$ cat src/rtl/ab_stim_gen.sv
// Exhaustive 2-input stimulus generator: walks {a,b} through 00..11 for len vectors and
// counts DUT responses that disagree with a 4-entry truth table, LAT cycles later.
module ab_stim_gen #(
  parameter int unsigned LAT = 1
) (
  input  logic       clk,
  input  logic       rst,
  input  logic       start,
  input  logic [7:0] len,
  input  logic [3:0] truth,
  input  logic       dut_out,
  output logic       a,
  output logic       b,
  output logic       busy,
  output logic       done,
  output logic [7:0] vec_cnt,
  output logic [7:0] err_cnt
);

  localparam logic [1:0] StIdle  = 2'd0;
  localparam logic [1:0] StRun   = 2'd1;
  localparam logic [1:0] StDrain = 2'd2;
  localparam logic [1:0] StDone  = 2'd3;

  logic [1:0]     state_q, state_d;
  logic [7:0]     len_q;
  logic [3:0]     truth_q;
  logic [2:0]     drain_q;
  logic [LAT-1:0] pv_q;
  logic [LAT-1:0] pe_q;
  logic           accept, last_vec, drain_end, mismatch;

  assign accept    = (state_q == StIdle) && start;
  assign last_vec  = (state_q == StRun) && (vec_cnt == len_q - 8'd1);
  assign drain_end = (state_q == StDrain) && (drain_q == 3'(LAT - 1));
  assign mismatch  = pv_q[LAT-1] && (dut_out != pe_q[LAT-1]);

  always_comb begin
    state_d = state_q;
    case (state_q)
      StIdle:  if (start) state_d = (len == 8'd0) ? StDone : StRun;
      StRun:   if (last_vec) state_d = StDrain;
      StDrain: if (drain_end) state_d = StDone;
      default: state_d = StIdle;
    endcase
  end

  always_comb begin
    // The vector index is the low bits of vec_cnt, which restarts at 0 each run.
    {a, b} = (state_q == StRun) ? vec_cnt[1:0] : 2'b10;
    busy   = (state_q == StRun) || (state_q == StDrain);
    done   = (state_q == StDone);
  end

  always_ff @(posedge clk) begin
    if (rst) begin
      state_q <= StIdle;
      len_q   <= 8'd0;
      truth_q <= 4'd0;
      vec_cnt <= 8'd0;
      err_cnt <= 8'd0;
      drain_q <= 3'd0;
      pv_q    <= '0;
      pe_q    <= '0;
    end else begin
      state_q <= state_d;
      if (accept) begin
        len_q   <= len;
        truth_q <= truth;
        vec_cnt <= 8'd0;
        err_cnt <= 8'd0;
      end else begin
        if (state_q == StRun) vec_cnt <= vec_cnt + 8'd1;
        if (mismatch && (err_cnt != 8'hff)) err_cnt <= err_cnt + 8'd1;
      end
      drain_q <= (state_q == StDrain) ? drain_q + 3'd1 : 3'd0;
      // Expectation pipeline: stage LAT-1 lines up with the DUT response.
      pv_q[0] <= (state_q == StRun);
      pe_q[0] <= truth_q[vec_cnt[1:0]];
      for (int unsigned i = 1; i < LAT; i++) begin
        pv_q[i] <= pv_q[i-1];
        pe_q[i] <= pe_q[i-1];
      end
    end
  end

endmodule
$ cat config.mk
export PLATFORM = sky130hd
export DESIGN_NAME = ab_stim_gen
export DESIGN_NICKNAME = d
export VERILOG_FILES = /design/src/rtl/ab_stim_gen.sv
export SDC_FILE = /design/constraint.sdc
export NUM_CORES = 1
export LEC_CHECK = 0
export CAP_MARGIN = 10
export CORE_MARGIN = 1.5
export CORE_UTILIZATION = 35
export DETAILED_ROUTE_END_ITERATION = 10
export HOLD_SLACK_MARGIN = 0.08
export PLACE_DENSITY = 0.54
export RECOVER_POWER = 100
export REMOVE_ABC_BUFFERS = 1
export SKIP_CTS_REPAIR_TIMING = 1
export SLEW_MARGIN = 20
export SYNTH_ARGS = -nofsm -noshare
export SYNTH_HDL_FRONTEND = slang
export SYNTH_SLANG_ARGS = --single-unit
$ cat constraint.sdc
create_clock -name clk -period 4.36 [get_ports clk]
set_input_delay 0.872 -clock clk [delete_from_list [all_inputs] [get_ports clk]]
set_output_delay 0.872 -clock clk [all_outputs]
set_load 0.02 [all_outputs]
==> impl_metrics.tcl <==
set metrics [dict create \
    r2r_cells 7 \
    place_inst 299 \
    wl_per_cell_um 12.0 \
    p_per_area_nw_per_um2 426 \
    dp_slack_ns 1.61 \
    r2r_setup_slack_ns 2.17 \
    pin_count 36 \
    crit_path_end_kind "output port" \
    cts.htree.levels 2 \
    worstMarginPinSlew_ns 0.661 \
    max_slew_margin_pct 55.8 \
    synth.top_cell.area_share_pct 40.0 \
    crit_buf_inv 2 \
    first_iter_violations 61 \
    clkLatencyLatePin_ns 0.28 \
    fin_ws_ns 1.52 \
    hold_depth 1 \
    grt_max_degree 20 \
    max_stage_delay_ns 0.68 \
    antenna_left 0 \
    timing.rr.end "state_q[0]$_SDFFE_PP0P_" \
    yosysUniqueCellTypes 32 \
    area_growth_pct 28.0 \
    crit_end "b" \
    peakVddDrop_v 0.000217 \
    synth.most_common_cell "dfxtp_1" \
    synth-main-ff-cell "dfxtp_1" \
    setup.worst_path.class "register to output port" \
    period_needed_ns 2.84 \
    worstHoldPathType "register to register" \
    start_util_pct 36.6 \
    hold_slack_ns 0.449 \
    start_kind "register" \
    path_cells "inv_1 > ha_1 > and2_1 > dlygate4sd3_1" \
    grt_pass1_vias 1378 \
    clock_skew_ns 0.00211 \
    die_y_um 73.8 \
    cts.sinks 35 \
    grt_use_total_pct 15.0 \
    netlist_instances 205 \
    crit_cells 4 \
    multi_input_area_sq_um 991 \
    synth-edff-count 0 \
    routed_wl_mm 3.68 \
    grt_setup_unrepaired "false" \
    path_clk_slew_ns 0.07 \
    hpwl_mm 2.73 \
    final.fill_count 507 \
    cts_tree "built" \
    register_area_sq_um 701 \
    synthTopCellsByArea "dfxtp_1 (40%), nand2_1 (6.6%), ha_1 (6.4%), xnor2_1 (6.0%), xor2_1 (6.0%)" \
    fin_cells 306 \
    status "completed" \
    finalSetupViolations 0 \
    seq_power_share_pct 41.7 \
    netlist_area_sq_um 1750 \
    max_freq_mhz 353 \
    gp_congestion 0.757 \
    p_leak_nw 0.879 \
    yosys_register_bits 35 \
    internal_power_mw 0.628 \
    yosysWarnings 0 \
    swShare_pct 34.4 \
    p_sw_mw 0.329 \
    placementRows 25 \
    r2r-start "len_q[0]$_SDFFE_PP0P_" \
    critPathSlowestCell "dlygate4sd3_1" \
    synth_area_leader_cell "dfxtp_1" \
    firstDrtPassIters 4 \
    startpoint "state_q[1]$_SDFFE_PP0P_" \
    synth_common_cells "dfxtp_1 (35), nand2_1 (31), nor2_1 (18), a21oi_1 (16)" \
    combPwrFrac_pct 33.6 \
    overflow 0 \
    required_ns 3.49 \
    portBuffers 35 \
    crit_family "buffers and inverters" \
    cts_buffers 5 \
    die_area_sq_um 5440 \
    async_flop_share_pct 0 \
    post-route-period-util_pct 65.0 \
    layout-drive-gt1-share_pct 5.02 \
    die_w_um 73.8 \
    cp.arrival_ns 1.96 \
    timing.setup.tns_ns 0 \
    cp_max_fo 9 \
    grt_pass1_wl_mm 6.29 \
    drc_errors 0 \
    synth.avg_cell_area_sq_um 8.55 \
    grt_antenna_before_repair 0 \
    vias 1448 \
    final-hold-violation-count 0 \
    cts.path.max_buffers 2 \
    core-area_sq_um 4790 \
    drv_slew 0 \
    final_nets 264 \
    via_per_inst 4.73 \
    antenna_cells 0 \
    final_util_pct 46.9 \
    clock-root-buffer "clkbuf_8" \
    cap_violations 0 \
    seq_area_frac_synth_pct 40.0 \
    pwr-share-clk_pct 24.8 \
]
[worst min-delay path by stage]
stage	startpoint	to	slack, ns
detailed placement	drain_q[0]$_SDFF_PP0_	drain_q[0]$_SDFF_PP0_	0.44
global route	drain_q[0]$_SDFF_PP0_	drain_q[0]$_SDFF_PP0_	0.49
floorplan	drain_q[0]$_SDFF_PP0_	drain_q[0]$_SDFF_PP0_	0.42
CTS	drain_q[0]$_SDFF_PP0_	drain_q[0]$_SDFF_PP0_	0.45
global placement	drain_q[0]$_SDFF_PP0_	drain_q[0]$_SDFF_PP0_	0.43
finish	drain_q[0]$_SDFF_PP0_	drain_q[0]$_SDFF_PP0_	0.45
[power by group through the flow]
stage / combinational [mW] / sequential [mW] / clock, mW
global route: 0.359 / 0.406 / 0.257
floorplan: 0.231 / 0.400 / 0
CTS: 0.337 / 0.400 / 0.245
detailed placement: 0.336 / 0.407 / 0
finish: 0.321 / 0.399 / 0.237
global placement: 0.335 / 0.407 / 0
[kinds of logic after synthesis]
logic type               count (synthesis)  share of synthesized area, %
AND/OR/NAND/NOR                         89                          25.7
flip-flops                              35                          40.0
AO/OA/AOI/OAI                           27                          8.85
XOR/XNOR                                24                          12.0
buffers and inverters                   16                          3.50
adder cells (fa/ha/maj)                  9                          6.42
multiplexers                             5                          3.57
[stage by stage]
| step | area [sq um] | total power, mW |
|---|---|---|
| 3_5_place_dp | 2160 | 0.743 |
| 2_1_floorplan | 1720 | 0.630 |
| 5_1_grt | 2240 | 1.02 |
| 4_1_cts | 2240 | 0.982 |
| 3_3_place_gp | 2160 | 0.741 |
| 6_report | 2240 | 0.957 |
[routing by layer]
layer  GRT usage [%]  up-vias  share of wire (%)
met1            21.0      658                 51
met4            5.56        0                1.3
met5               0        -                  0
li1                -      759                  -
met3            3.70        5                3.4
met2            22.1       26                 44
[placed cells by master (no fill, tap or decap), types with 4 or more instances in the layout]
cell | Yosys | layout
dlygate4sd3_1 | 0 | 22
nand2b_1 | 7 | 7
clkdlybuf4s50_1 | 0 | 13
o21ai_0 | 7 | 7
mux2i_1 | 4 | 4
nand4_1 | 5 | 5
nor2_1 | 18 | 18
or3_1 | 4 | 4
ha_1 | 9 | 9
nor4_1 | 6 | 6
inv_1 | 8 | 8
dfxtp_1 | 35 | 35
nand2_1 | 31 | 31
clkbuf_8 | 0 | 6
a21oi_1 | 16 | 16
xnor2_1 | 12 | 12
xor2_1 | 12 | 12
[cell type report]
cell class	instances	share of cell area [%]
clock buffers	6	3.68
flip-flops and latches	35	31.2
inverters	8	1.34
multi-input cells	154	44.2
clock inverters	1	0.223
well taps	67	3.74
repair buffers	35	15.6
[state kept, by name, summed over array words and instances (netlist names)]
| register | flops |
|---|---|
| truth_q | 4 |
| err_cnt | 8 |
| drain_q | 3 |
| state_q | 2 |
| pe_q | 1 |
| vec_cnt | 8 |
| len_q | 8 |
| pv_q | 1 |
Power figures use the tool's default switching activity.
